File: src/rtl/fb_port_controller_if.sv
// Client and frame-buffer signals of the frame buffer port controller.
// The controller takes the slave view; clients and memory take the master view.
interface fb_port_controller_if #(
  parameter int ADDR_W = 21
);
  logic              clear_start;
  logic [23:0]       clear_color;
  logic              clear_busy;
  logic              clear_done;
  logic              wr_valid;
  logic              wr_ready;
  logic [10:0]       wr_x;
  logic [10:0]       wr_y;
  logic [23:0]       wr_data;
  logic              so_enable;
  logic              so_valid;
  logic              so_ready;
  logic [23:0]       so_data;
  logic              so_sof;
  logic              so_eol;
  logic              fb_we;
  logic [ADDR_W-1:0] fb_addr;
  logic [23:0]       fb_wdata;
  logic [23:0]       fb_rdata;

  modport slave (
    input  clear_start, clear_color, wr_valid, wr_x, wr_y, wr_data,
           so_enable, so_ready, fb_rdata,
    output clear_busy, clear_done, wr_ready, so_valid, so_data, so_sof, so_eol,
           fb_we, fb_addr, fb_wdata
  );

  modport master (
    output clear_start, clear_color, wr_valid, wr_x, wr_y, wr_data,
           so_enable, so_ready, fb_rdata,
    input  clear_busy, clear_done, wr_ready, so_valid, so_data, so_sof, so_eol,
           fb_we, fb_addr, fb_wdata
  );
endinterface

File: src/rtl/fb_port_controller.sv
// Shares the single frame buffer port between a bulk clear engine, a raster
// scan-out stream and a pixel writer; fb_* are registered one cycle after grant.
module fb_port_controller #(
  parameter int WIDTH  = 1920,
  parameter int HEIGHT = 1080,
  parameter int ADDR_W = 21
) (
  input logic                 clk,
  input logic                 reset_n,
  fb_port_controller_if.slave bus
);
  localparam int TOTAL = WIDTH * HEIGHT;
  localparam int CW    = ADDR_W + 1;

  typedef enum logic {RUN, CLEAR} state_t;

  state_t            state_q, state_d;
  logic [CW-1:0]     clr_cnt_q, clr_cnt_d;
  logic [23:0]       clr_color_q, clr_color_d;
  logic [10:0]       x_q, x_d, y_q, y_d;
  logic              rr_q, rr_d;
  logic              inf_q, inf_d, inf_sof_q, inf_sof_d, inf_eol_q, inf_eol_d;
  logic              fb_we_q, fb_we_d;
  logic [ADDR_W-1:0] fb_addr_q, fb_addr_d;
  logic [23:0]       fb_wdata_q, fb_wdata_d;
  logic [25:0]       fifo_q [2];
  logic              wp_q, wp_d, rp_q, rp_d;
  logic [1:0]        cnt_q, cnt_d;
  logic              so_req, wr_req, rd_gnt, wr_gnt, clr_last, wr_in_range, push, pop;

  always_comb begin
    state_d     = state_q;
    clr_cnt_d   = clr_cnt_q;
    clr_color_d = clr_color_q;
    x_d         = x_q;
    y_d         = y_q;
    rr_d        = rr_q;
    fb_we_d     = 1'b0;
    fb_addr_d   = fb_addr_q;
    fb_wdata_d  = fb_wdata_q;
    rd_gnt      = 1'b0;
    wr_gnt      = 1'b0;
    clr_last    = 1'b0;
    inf_sof_d   = (x_q == '0) && (y_q == '0);
    inf_eol_d   = (x_q == 11'(WIDTH - 1));
    // Reads in flight count against the two FIFO slots so the FIFO never overflows.
    so_req      = bus.so_enable && (({1'b0, cnt_q} + {2'b00, inf_q}) < 3'd2);
    wr_req      = bus.wr_valid;
    wr_in_range = (int'(bus.wr_x) < WIDTH) && (int'(bus.wr_y) < HEIGHT);
    case (state_q)
      RUN: begin
        if (reset_n && bus.clear_start) begin
          state_d     = CLEAR;
          clr_color_d = bus.clear_color;
          clr_cnt_d   = CW'(1);
          fb_we_d     = 1'b1;
          fb_addr_d   = '0;
          fb_wdata_d  = bus.clear_color;
        end else if (reset_n && so_req && !(wr_req && rr_q)) begin
          rd_gnt = 1'b1;
        end else if (reset_n && wr_req) begin
          wr_gnt = 1'b1;
        end
      end
      CLEAR: begin
        if (clr_cnt_q == CW'(TOTAL)) begin
          clr_last = 1'b1;
          state_d  = RUN;
        end else begin
          fb_we_d    = 1'b1;
          fb_addr_d  = clr_cnt_q[ADDR_W-1:0];
          fb_wdata_d = clr_color_q;
          clr_cnt_d  = clr_cnt_q + CW'(1);
        end
      end
    endcase
    if (rd_gnt) begin
      rr_d      = 1'b1;
      fb_addr_d = ADDR_W'(y_q) * ADDR_W'(WIDTH) + ADDR_W'(x_q);
      if (x_q == 11'(WIDTH - 1)) begin
        x_d = '0;
        y_d = (y_q == 11'(HEIGHT - 1)) ? '0 : y_q + 11'd1;
      end else begin
        x_d = x_q + 11'd1;
      end
    end
    // Out-of-range writes are accepted but leave the bus idle.
    if (wr_gnt) begin
      rr_d = 1'b0;
      if (wr_in_range) begin
        fb_we_d    = 1'b1;
        fb_addr_d  = ADDR_W'(bus.wr_y) * ADDR_W'(WIDTH) + ADDR_W'(bus.wr_x);
        fb_wdata_d = bus.wr_data;
      end
    end
    if (!bus.so_enable && (cnt_q == 2'd0) && !inf_q) begin
      x_d = '0;
      y_d = '0;
    end
    inf_d = rd_gnt;
  end

  assign push  = inf_q;
  assign pop   = (cnt_q != 2'd0) && bus.so_ready;
  assign cnt_d = cnt_q + {1'b0, push} - {1'b0, pop};
  assign wp_d  = wp_q ^ push;
  assign rp_d  = rp_q ^ pop;

  always_ff @(posedge clk or negedge reset_n) begin
    if (!reset_n) begin
      state_q    <= RUN;
      clr_cnt_q  <= '0;
      x_q        <= '0;
      y_q        <= '0;
      rr_q       <= 1'b0;
      inf_q      <= 1'b0;
      fb_we_q    <= 1'b0;
      fb_addr_q  <= '0;
      fb_wdata_q <= '0;
      fifo_q[0]  <= '0;
      fifo_q[1]  <= '0;
      wp_q       <= 1'b0;
      rp_q       <= 1'b0;
      cnt_q      <= '0;
    end else begin
      state_q    <= state_d;
      clr_cnt_q  <= clr_cnt_d;
      x_q        <= x_d;
      y_q        <= y_d;
      rr_q       <= rr_d;
      inf_q      <= inf_d;
      fb_we_q    <= fb_we_d;
      fb_addr_q  <= fb_addr_d;
      fb_wdata_q <= fb_wdata_d;
      if (push) fifo_q[wp_q] <= {inf_sof_q, inf_eol_q, bus.fb_rdata};
      wp_q       <= wp_d;
      rp_q       <= rp_d;
      cnt_q      <= cnt_d;
    end
  end

  always_ff @(posedge clk) begin
    clr_color_q <= clr_color_d;
    inf_sof_q   <= inf_sof_d;
    inf_eol_q   <= inf_eol_d;
  end

  assign bus.clear_busy = (state_q == CLEAR);
  assign bus.clear_done = clr_last;
  assign bus.wr_ready   = wr_gnt;
  assign bus.so_valid   = (cnt_q != 2'd0);
  assign bus.so_sof     = fifo_q[rp_q][25];
  assign bus.so_eol     = fifo_q[rp_q][24];
  assign bus.so_data    = fifo_q[rp_q][23:0];
  assign bus.fb_we      = fb_we_q;
  assign bus.fb_addr    = fb_addr_q;
  assign bus.fb_wdata   = fb_wdata_q;
endmodule

File: src/flat_wrapper.sv
// flat-port wrapper written by rule: the top's interface ports become plain ports
module fb_port_controller_flat 
#(
  parameter int WIDTH  = 1920,
  parameter int HEIGHT = 1080,
  parameter int ADDR_W = 21
)
  (clk, reset_n, bus_clear_start, bus_clear_color, bus_wr_valid, bus_wr_x, bus_wr_y, bus_wr_data, bus_so_enable, bus_so_ready, bus_fb_rdata, bus_clear_busy, bus_clear_done, bus_wr_ready, bus_so_valid, bus_so_data, bus_so_sof, bus_so_eol, bus_fb_we, bus_fb_addr, bus_fb_wdata);
  fb_port_controller_if #(.ADDR_W(ADDR_W)) bus_i ();
  input logic clk;
  input logic reset_n;
  input wire logic [$bits(bus_i.clear_start)-1:0] bus_clear_start;
  input wire logic [$bits(bus_i.clear_color)-1:0] bus_clear_color;
  input wire logic [$bits(bus_i.wr_valid)-1:0] bus_wr_valid;
  input wire logic [$bits(bus_i.wr_x)-1:0] bus_wr_x;
  input wire logic [$bits(bus_i.wr_y)-1:0] bus_wr_y;
  input wire logic [$bits(bus_i.wr_data)-1:0] bus_wr_data;
  input wire logic [$bits(bus_i.so_enable)-1:0] bus_so_enable;
  input wire logic [$bits(bus_i.so_ready)-1:0] bus_so_ready;
  input wire logic [$bits(bus_i.fb_rdata)-1:0] bus_fb_rdata;
  output wire logic [$bits(bus_i.clear_busy)-1:0] bus_clear_busy;
  output wire logic [$bits(bus_i.clear_done)-1:0] bus_clear_done;
  output wire logic [$bits(bus_i.wr_ready)-1:0] bus_wr_ready;
  output wire logic [$bits(bus_i.so_valid)-1:0] bus_so_valid;
  output wire logic [$bits(bus_i.so_data)-1:0] bus_so_data;
  output wire logic [$bits(bus_i.so_sof)-1:0] bus_so_sof;
  output wire logic [$bits(bus_i.so_eol)-1:0] bus_so_eol;
  output wire logic [$bits(bus_i.fb_we)-1:0] bus_fb_we;
  output wire logic [$bits(bus_i.fb_addr)-1:0] bus_fb_addr;
  output wire logic [$bits(bus_i.fb_wdata)-1:0] bus_fb_wdata;
  assign bus_i.clear_start = bus_clear_start;
  assign bus_i.clear_color = bus_clear_color;
  assign bus_i.wr_valid = bus_wr_valid;
  assign bus_i.wr_x = bus_wr_x;
  assign bus_i.wr_y = bus_wr_y;
  assign bus_i.wr_data = bus_wr_data;
  assign bus_i.so_enable = bus_so_enable;
  assign bus_i.so_ready = bus_so_ready;
  assign bus_i.fb_rdata = bus_fb_rdata;
  assign bus_clear_busy = bus_i.clear_busy;
  assign bus_clear_done = bus_i.clear_done;
  assign bus_wr_ready = bus_i.wr_ready;
  assign bus_so_valid = bus_i.so_valid;
  assign bus_so_data = bus_i.so_data;
  assign bus_so_sof = bus_i.so_sof;
  assign bus_so_eol = bus_i.so_eol;
  assign bus_fb_we = bus_i.fb_we;
  assign bus_fb_addr = bus_i.fb_addr;
  assign bus_fb_wdata = bus_i.fb_wdata;
  fb_port_controller #(.WIDTH(WIDTH), .HEIGHT(HEIGHT), .ADDR_W(ADDR_W)) u_core (.clk(clk), .reset_n(reset_n), .bus(bus_i));
endmodule
File: config.mk
export PLATFORM = sky130hd
export DESIGN_NAME = fb_port_controller_flat
export DESIGN_NICKNAME = d
export VERILOG_FILES = /design/src/rtl/fb_port_controller_if.sv /design/src/rtl/fb_port_controller.sv /design/src/flat_wrapper.sv
export SDC_FILE = /design/constraint.sdc
export NUM_CORES = 1
export LEC_CHECK = 0
export BUFFER_PORTS_ARGS = -buffer_cell sky130_fd_sc_hd__buf_2
export CAP_MARGIN = 0
export CORE_MARGIN = 8
export CORE_UTILIZATION = 60
export DETAILED_ROUTE_END_ITERATION = 12
export PLACE_DENSITY = 0.93
export SYNTH_ARGS = -nofsm -noshare
export SYNTH_HDL_FRONTEND = slang
export SYNTH_SLANG_ARGS = --single-unit
File: constraint.sdc
create_clock -name clk -period 7.8 [get_ports clk]
set_clock_uncertainty 0.15 [all_clocks]
set_input_delay 1.17 -clock clk [delete_from_list [all_inputs] [get_ports clk]]
set_output_delay 1.17 -clock clk [all_outputs]
set_load 0.02 [all_outputs]
==> results of run 1 <==
[cell families after synthesis]
| logic type | share of synthesized area (%) |
|---|---|
| buffers and inverters | 4.41 |
| adders and majority gates | 15.1 |
| AOI/OAI and AO/OA | 12.5 |
| xor gates and xnor gates | 4.23 |
| and+or+nand+nor | 14.5 |
| DFF | 41.0 |
| muxes | 8.38 |
[cell usage after synthesis, drive strengths merged, types with 24 or more instances]
| library cell | n | area [um2] |
|---|---|---|
| dfrtp | 149 | 3730 |
| xnor2 | 25 | 219 |
| a31oi | 27 | 169 |
| nand2 | 109 | 409 |
| a21oi | 41 | 205 |
| fa | 40 | 801 |
| nand3 | 51 | 265 |
| o21ai | 63 | 315 |
| edfxtp | 24 | 721 |
| a22oi | 24 | 180 |
| xor2 | 28 | 245 |
| inv | 80 | 300 |
| nor2 | 67 | 254 |
| mux2 | 78 | 878 |
| clkbuf | 37 | 139 |
| ha | 68 | 851 |
[cell type report]
cell class	instances	area share (%)
Clock inverter	10	0.803
Multi-Input combinational cell	776	47.5
Tap cell	229	2.27
Sequential cell	175	35.6
Timing Repair Buffer	184	7.52
Inverter	81	2.41
Clock buffer	22	3.93
[stage by stage]
step	instances	setup WS, ps	hold WS, ps	power (mW)	cell area [um2]
after floorplan	1078	3310	296	2.35	11000
after global placement	1445	3020	309	2.70	12000
after detailed placement	1445	2970	322	2.78	12000
after CTS	1477	3280	331	3.66	12600
after global routing	1477	3110	365	3.87	12600
final	1477	3220	335	3.68	12600
[registers in the layout, summed over array words and instances, names as in the netlist]
| signal | cells |
|---|---|
| u_core.fifo_q | 52 |
| u_core.inf_sof_q | 1 |
| u_core.rp_q | 1 |
| u_core.bus.fb_we | 1 |
| u_core.inf_eol_q | 1 |
| u_core.bus.clear_busy | 1 |
| u_core.x_q | 11 |
| u_core.rr_q | 1 |
| u_core.bus.fb_wdata | 24 |
| u_core.wp_q | 1 |
| u_core.bus.fb_addr | 21 |
| u_core.clr_color_q | 24 |
| u_core.y_q | 11 |
| u_core.clr_cnt_q | 22 |
| u_core.inf_q | 1 |
| u_core.cnt_q | 2 |
[power by group through the flow]
stage	clock [mW]	combinational, mW	sequential (mW)
after floorplan	0	1.04	1.31
after global placement	0	1.39	1.30
after detailed placement	0	1.46	1.32
after CTS	0.854	1.49	1.31
after global routing	0.889	1.64	1.34
final	0.856	1.50	1.32
[final timing paths]
| path | to | slack [ps] | cells after the start |
|---|---|---|---|
| max in group asynchronous | u_core.bus.fb_wdata[21]$_DFF_PN0_ | 5550 | 2 |
| worst max register to register | u_core.bus.fb_addr[18]$_DFF_PN0_ | 3600 | 13 |
| worst min register to register | u_core.clr_cnt_q[21]$_DFFE_PN0P_ | 330 | 1 |
| min in group asynchronous | u_core.fifo_q[14]$_DFFE_PN0P_ | 670 | 1 |
| worst max-delay path | bus_wr_ready | 3220 | 5 |
| worst min-delay path | u_core.clr_cnt_q[21]$_DFFE_PN0P_ | 330 | 1 |
[critical path: stages]
cell	delay [ps]
buf_6	640
nor3b_1	420
nand2_1	140
a31oi_1	500
buf_2	290
[metal layers]
metal | global-route usage (%) | wire (um) | vias to the layer above
met5 | 0 | 0 | -
met4 | 11.9 | 1170 | 0
met3 | 4.81 | 2450 | 99
met2 | 42.8 | 14300 | 495
met1 | 29.8 | 10400 | 4447
li1 | - | - | 4096
==> metrics.txt, run 1 <==
status complete, no violations; input/output buffers 175; period utilization between 50% and 60%; Residual DRC 0; CTS tree done; Worst Tran Pin Value roughly 1200 ps; commonest non-fill, non-tap cell in the layout buf_2; Final GP Congestion 0.877; number of synthesized register bits about 180; Max-slew headroom 18.5%; CP startpoint kind input port; Switch Pwr about 1.4 mW; cts bufs inserted 17; VDD IR-drop max 0.288 mV; r2r startpoint u_core.y_q[2]$_DFFE_PN0P_; die area 0.0229 mm2; GRT Util Overall 25.0%; nets@finish around 1400; Worst Path Arrival roughly 3300 ps; largest net degree at the start of global routing 103; HP Class reg -> reg; Root Driver clkbuf_16; Die W 151 um; Final Hold Fails 0; most frequent cells in the layout buf_2 (174), dfrtp_1 (149), nand2_1 (109), inv_1 (79), mux2_2 (78); CP endpoint kind primary output; area delta synth->final 15.1%; Die Ht 151 um; static leakage 6.13 nW; Yosys cell types 68; register area share after synthesis 41.0%; vias in the first global route 9407; register area 0.00449 mm2; minimum clock period 4580 ps; async set-reset flop share out of synthesis 85.1%; Initial Util 61.0%; postcts setup bufs 0; crit path from reset_n; worst skew pair latency 440 ps; num ports ~180; clock sink count 175; Post-synth EDFFs 24; critical path peak fanout 102; Max Cap Viol 0; Core ar. 0.0180 mm2; syn nets 1286; initial antenna violation count 0; clock network fraction of total power between 20% and 30%; Flop pwr share a little over a third; Diodes inserted 0; Final Util 70.3%; Hold-fix buffers, CTS 0; Setup TNS 0 ps; Int Pwr 2.26 mW; predominant post-synthesis flop cell dfrtp_1; Comb pwr share 40.7%; Post-Syn Area 0.0110 mm2; CTS Buffer Depth 2; drt pass-1 iters 7; ANT nets after route 0; Synth Area per Inst 10.2 um2; Final Max Tran Viols 0; Worst-path clk slew 70 ps; highest clock rate about 220 MHz; Syn. warnings 0; sw frac 38.6%; H-Tree Depth 4; total grt overflow 0; filler instances 1140; DRT iter0 DRCs 1079; drt total wl about 28 mm; Vias/cell 6.19; Detailed Place HPWL 19.4 mm; final setup vio count 0; HP Start u_core.clr_cnt_q[21]$_DFFE_PN0P_; Mapped Cells 1078; worst path required time 6480 ps; share of layout cells above drive strength 1 25.2%; RSZ-0062 raised after global routing false; via count around 9100; PD cells just under 300 mW/mm2; post-cts resize count 0; type of the worst setup path in -> out; count of standard-cell rows between 40 and 50; area of the multi-input gates 0.00600 mm2; drt wl/cell 19.1 um; global-route wire length before repair 45.9 mm
Power figures use the tool's default switching activity.
==> run 2: changes to the inputs <==
Settings changed: CORE_UTILIZATION 60 to 52, PLACE_DENSITY 0.93 to 0.86.
Clock period 7.8 ns to 3.7 ns, I/O delays scaled along.
==> metrics.txt, run 2 (synthesis gave the netlist of run 1 again) <==
pre-CTS setup slack -449 ps (-3410 ps); clock sink count 175 (unchanged); vias in the first global route 9551 (+1.5%); GR met2 Demand/Resource 37.5% (-5.3 points); max reg flops 52 (unchanged); H-Tree Depth 4 (unchanged); Core ar. 0.0209 mm2 (+16%); num ports 176 (unchanged); worst skew pair latency 440 ps (about the same); Placed Cells 1579 (+9.3%); reg2reg end u_core.bus.fb_addr[16]$_DFF_PN0_; Die Ht 161 um (+6.6%); Die W 161 um (+6.6%); worst path required time 3850 ps (-2630 ps); CTS tree done; via count 9256 (+1.3%); Max Cap Viol 0 (unchanged); Critical Path Max Stage Delay 550 ps (-90 ps); area of the multi-input gates 0.00617 mm2 (+2.9%); area delta synth->final 24.2%; highest clock rate about 260 MHz; Residual DRC 0 (unchanged); die area 0.0260 mm2 (+14%); input/output buffers 175 (unchanged); largest net degree at the start of global routing 78 (-24%); CP endpoint kind flop; DRT iter0 DRCs 859 (-20%); Hold-fix buffers, CTS 0 (unchanged); Critical Path, Cell by Cell fa_1 > fa_1 > inv_2 > fa_2 > nor2b_4 > o21ai_1 > a2111oi_4 > buf_4 > and4b_4 > buf_6 > xnor2_1 > o211ai_1 > o21ai_1; commonest non-fill, non-tap cell in the layout buf_2; critical path peak fanout 4 (-96%); drt wl/cell 18.1 um (-5.5%); GRT Util Overall 22.5% (-2.5 points); r2r setup slk -170 ps (-3770 ps); Final GP Congestion 0.867 (-1.1%); static leakage 6.56 nW (+7.0%); HP Start bus_clear_color[3]; r2r startpoint u_core.y_q[2]$_DFFE_PN0P_; Worst Tran Pin Value 1010 ps (-215 ps); minimum clock period about 3900 ps; Initial Util 52.5% (-8.5 points); slowest CP cell fa_1; Global Route met1 Usage 26.7% (-3.1 points); Finished Layout Cells 1619 (+9.6%); WHS Path Cells 1 (unchanged); ANT nets after route 0 (unchanged); Final Power 8.38 mW (+130%); M3 GR Usage 4.05% (-0.76 points); CTS Buffer Depth 2 (unchanged); drt pass-1 iters 5 (-2); cts bufs inserted 17 (unchanged); share of layout cells above drive strength 1 33.6% (+8.4 points); period utilization 105%; PD cells 616 mW/mm2 (+110%); Final Max Tran Viols 0 (unchanged); nets@finish 1536 (+6.4%); Reg with most FFs u_core.fifo_q; initial antenna violation count 2 (+2); filler instances 1547 (+36%); Final Hold Fails 0 (unchanged); CP startpoint kind flop; worst-case reg-to-reg path depth 13 (unchanged); Worst Path Arrival 4020 ps (+760 ps); total grt overflow 0 (unchanged); HP Class in -> reg; hold path endpoint u_core.clr_color_q[3]$_DFFE_PP_; drt total wl 29.3 mm (+3.6%); count of standard-cell rows 53 (+8.2%); final setup vio count 6 (+6); Max-slew headroom 32.9% (+14 points); Detailed Place HPWL 21.7 mm (+12%); VDD IR-drop max 0.332 mV (+15%); global-route wire length before repair 47.9 mm (+4.3%); Vias/cell 5.72 (-7.6%); global routing's busiest layer met2; register area 0.00449 mm2 (about the same); most frequent cells in the layout buf_2 (174), dfrtp_1 (148), nand2_1 (109), buf_4 (100), mux2_2 (78); RSZ-0062 raised after global routing true; Worst-path clk slew 80 ps (about the same); type of the worst setup path reg -> reg; Root Driver clkbuf_16; failing checks setup timing; setup slack after layout -168 ps (-3390 ps); status finished with violations
[run 2: how the worst max path moves through the flow]
stage / from / end / slack, ps
floorplan: u_core.y_q[3]$_DFFE_PN0P_ / u_core.bus.fb_addr[20]$_DFF_PN0_ / -80
global placement: bus_wr_y[3] / u_core.bus.fb_addr[20]$_DFF_PN0_ / -290
detailed placement: bus_wr_y[3] / u_core.bus.fb_addr[20]$_DFF_PN0_ / -450
CTS: u_core.y_q[2]$_DFFE_PN0P_ / u_core.bus.fb_addr[18]$_DFF_PN0_ / -150
global route: u_core.y_q[2]$_DFFE_PN0P_ / u_core.bus.fb_addr[18]$_DFF_PN0_ / -350
finish: u_core.y_q[2]$_DFFE_PN0P_ / u_core.bus.fb_addr[16]$_DFF_PN0_ / -170
[run 2: critical path, delay by kind of cell, from the launching register on]
| kind | cells | cell delay, ps |
|---|---|---|
| adders and majority gates | 3 | 1440 |
| AOI/OAI and AO/OA | 4 | 880 |
| DFF | 1 | 460 |
| and+or+nand+nor | 2 | 410 |
| buffers and inverters | 3 | 340 |
| xor gates and xnor gates | 1 | 50 |
[run 2: repair_timing]
item                                    4_1_cts  5_1_grt
buffers inserted                              4        1
endpoints found under the setup margin        6        7
pin swaps                                    12        3
resized for setup                            15       13
[run 2: final cells by class]
type,count,share of cell area [%]
clock inverters,15,1.37
flip-flops and latches,175,33.0
clock buffers,17,3.13
well taps,275,2.53
repair buffers,277,12.2
inverters,81,2.39
multi-input cells,776,45.3
diodes,3,0.0552
[run 2: where the power goes]
part / switching, mW / total, mW / internal (mW)
Sequential: 0.355 / 2.73 / 2.37
Clock: 0.905 / 1.83 / 0.923
Combinational: 2.04 / 3.82 / 1.78
Total: 3.30 / 8.38 / 5.08
[run 2: stage by stage]
step                      hold slack (ps)  instance area [um2]  TNS, ps  utilization, %
after floorplan                       109                11100     -171               -
after global placement                312                12800    -1060            61.5
after detailed placement              338                12800    -1690            61.5
after CTS                             140                13600     -590            64.9
after global routing                  140                13600    -1720            65.1
final                                 156                13600     -767            65.2
[run 2: per-layer routing]
layer  vias up  wire length (um)
met1      4526             11400
li1       4286                 -
met4         0              1590
met2       342             14500
met3       102              1710
met5         -                 0
==> run 3: changes to the inputs <==
Settings changed: BUFFER_PORTS_ARGS -buffer_cell sky130_fd_sc_hd__buf_2 to default, CAP_MARGIN 0 to 25, CORE_UTILIZATION 52 to 59, DONT_BUFFER_PORTS from default to 1, PLACE_DENSITY 0.86 to 0.87.
==> metrics.txt, run 3 (synthesis gave the netlist of run 1 again) <==
Final Max Tran Viols 0 (unchanged); Residual DRC 0 (unchanged); count of standard-cell rows 50 (-5.7%); highest clock rate 260 MHz (+0.43%); CTS Buffer Depth 2 (unchanged); slowest CP cell fa_1; worst path required time 3860 ps (about the same); failing checks hold timing, setup timing; CP endpoint kind flop; period utilization 104% (-0.45 points); Buf+Inv Stages, Crit Path 2 (-1); Detailed Place HPWL 19.3 mm (-11%); Die W 152 um (-5.5%); CTS tree done; global-route wire length before repair 44.1 mm (-8.0%); Max-slew headroom 37.9% (+5.0 points); Int Pwr 4.94 mW (-2.9%); Final Power 7.99 mW (-4.6%); Worst-path clk slew 70 ps (about the same); Final GP Congestion 0.855 (-1.4%); CP startpoint kind flop; ANT nets after route 0 (unchanged); most used cell, CP fa_1; initial antenna violation count 0 (-2); static leakage 5.79 nW (-12%); GRT Util Overall 23.1% (+0.67 points); Initial Util 59.4% (+6.9 points); via count 8509 (-8.1%); RSZ-0062 raised after global routing true; nets@finish 1359 (-12%); total grt overflow 0 (unchanged); commonest non-fill, non-tap cell in the layout dfrtp_1; max reg flops 52 (unchanged); clock sink count 175 (unchanged); die area 0.0232 mm2 (-11%); sw frac 38.3% (-1.1 points); Reg with most FFs u_core.fifo_q; final setup vio count 7 (+1); H-Tree Depth 4 (unchanged); Switch Pwr 3.06 mW (-7.3%); DRT iter0 DRCs 741 (-14%); global routing's busiest layer met2; type of the worst setup path reg -> reg; Final Hold Fails 149 (+149); GR met2 Demand/Resource 38.3% (+0.76 points); clock network fraction of total power 22.2% (+0.4 points); Root Driver clkbuf_16; Die Ht 152 um (-5.5%); Comb pwr share 42.1% (-3.5 points); drt total wl 26.8 mm (-8.6%); finished layout cell area 0.0126 mm2 (-7.3%); largest net degree at the start of global routing 153 (+96%); drt pass-1 iters 7 (+2); worst skew pair latency 430 ps (about the same); HP Class in -> async; Core ar. 0.0185 mm2 (-12%); Vias/cell 6.09 (+6.5%); cts bufs inserted 17 (unchanged); minimum clock period 3850 ps (-16.7 ps); dpl cell area 0.0119 mm2 (-7.7%); Max Cap Viol 0 (unchanged); delay-heaviest family, CP adder cells; r2r startpoint u_core.y_q[2]$_DFFE_PN0P_; input/output buffers 0 (-100%); Worst Path Arrival 4010 ps (about the same); setup slack after layout -152 ps (+16.7 ps); critical path peak fanout 4 (unchanged); most frequent cells in the layout dfrtp_1 (148), nand2_1 (109), buf_4 (99), mux2_2 (78); crit path from u_core.y_q[2]$_DFFE_PN0P_; VDD IR-drop max 0.431 mV (+30%); vias in the first global route 8627 (-9.7%); Critical Path, Cell by Cell inv_4 > fa_1 > fa_1 > inv_2 > ha_4 > nor2b_4 > o31a_4 > or4_4 > o311ai_4 > and4b_4 > and3b_1 > o311ai_1 > o21ai_1; Global Route met1 Usage 27.7% (+0.95 points); share of layout cells above drive strength 1 23.0% (-11 points); Worst Tran Pin Value 932 ps (-75.0 ps); PD cells 634 mW/mm2 (+2.9%); Critical Path Max Stage Delay 510 ps (-40 ps); status finished with violations; Final Util 68.4% (+3.2 points); hold slack -337 ps (-493 ps); num ports 176 (unchanged); drt wl/cell 19.1 um (+5.9%); Flop pwr share 35.7% (+3.1 points); area delta synth->final 15.1%; M3 GR Usage 6.66% (+2.6 points); Diodes inserted 0 (-3)
## run 3: changes by cell type in the layout (fill, tap and decap cells not counted), sizes merged
cell	delta
inv	+1
clkbuf	+1
diode	-3
clkinvlp	+2
clkinv	-4
buf	-177
## run 3: stage by stage
stage / hold WS (ps) / worst slack (ps) / setup TNS (ps) / std cells
after CTS: -347 / -114 / -417 / 1394
final: -337 / -152 / -535 / 1398
after floorplan: 109 / -81.3 / -171 / 1078
after global routing: -355 / -273 / -1430 / 1398
after global placement: 117 / -136 / -394 / 1355
after detailed placement: 116 / -283 / -942 / 1355
## run 3: area by class of cell
cell class              count  area [um2]
repair buffers            100         763
fillers                  1302        5840
inverters                  81         328
clock inverters            14         143
flip-flops and latches    175        4490
clock buffers              18         450
multi-input cells         776        6150
well taps                 234         293
## run 3: path summary, 6_finish.rpt
check / to / slack [ps] / cells after the start
worst max-delay path: u_core.bus.fb_addr[18]$_DFF_PN0_ / -150 / 13
worst min-delay path: u_core.y_q[7]$_DFFE_PN0P_ / -340 / 0
worst max register to register: u_core.bus.fb_addr[18]$_DFF_PN0_ / -150 / 13
worst min register to register: u_core.fifo_q[24]$_DFFE_PN0P_ / 340 / 1
max in group asynchronous: u_core.bus.fb_wdata[1]$_DFF_PN0_ / 3330 / 0
min in group clk: u_core.clr_color_q[18]$_DFFE_PP_ / 60 / 0
## run 3: worst register-to-register path: stages, from the launching register on
cell and delay, ps:
dfrtp_2 450, inv_4 90, fa_1 440, fa_1 510
inv_2 50, ha_4 210, nor2b_4 130, o31a_4 370
or4_4 430, o311ai_4 90, and4b_4 270, and3b_1 170
o311ai_1 260, o21ai_1 100
## run 3: repair_timing
action | 4_1_cts | 5_1_grt
gates cloned | 0 | 0
endpoints found under the hold margin | 149 | 149
setup endpoints to repair | 6 | 7
pin swaps | 5 | 12
gates resized for setup | 8 | 16
setup buffers | 7 | 4
## run 3: per-layer routing
| layer | wire, um | part of all wire, % |
|---|---|---|
| met4 | 881 | 3.3 |
| met2 | 13200 | 49 |
| met1 | 10500 | 39 |
| met3 | 2200 | 8.2 |
| met5 | 0 | 0 |
## run 3: power groups by stage
stage | Sequential, mW | Clock (mW) | Combinational (mW)
3_3_place_gp | 2.85 | 0 | 2.99
2_1_floorplan | 2.77 | 0 | 2.25
3_5_place_dp | 2.89 | 0 | 3.13
6_report | 2.86 | 1.77 | 3.36
5_1_grt | 2.92 | 1.86 | 3.69
4_1_cts | 2.85 | 1.79 | 3.28
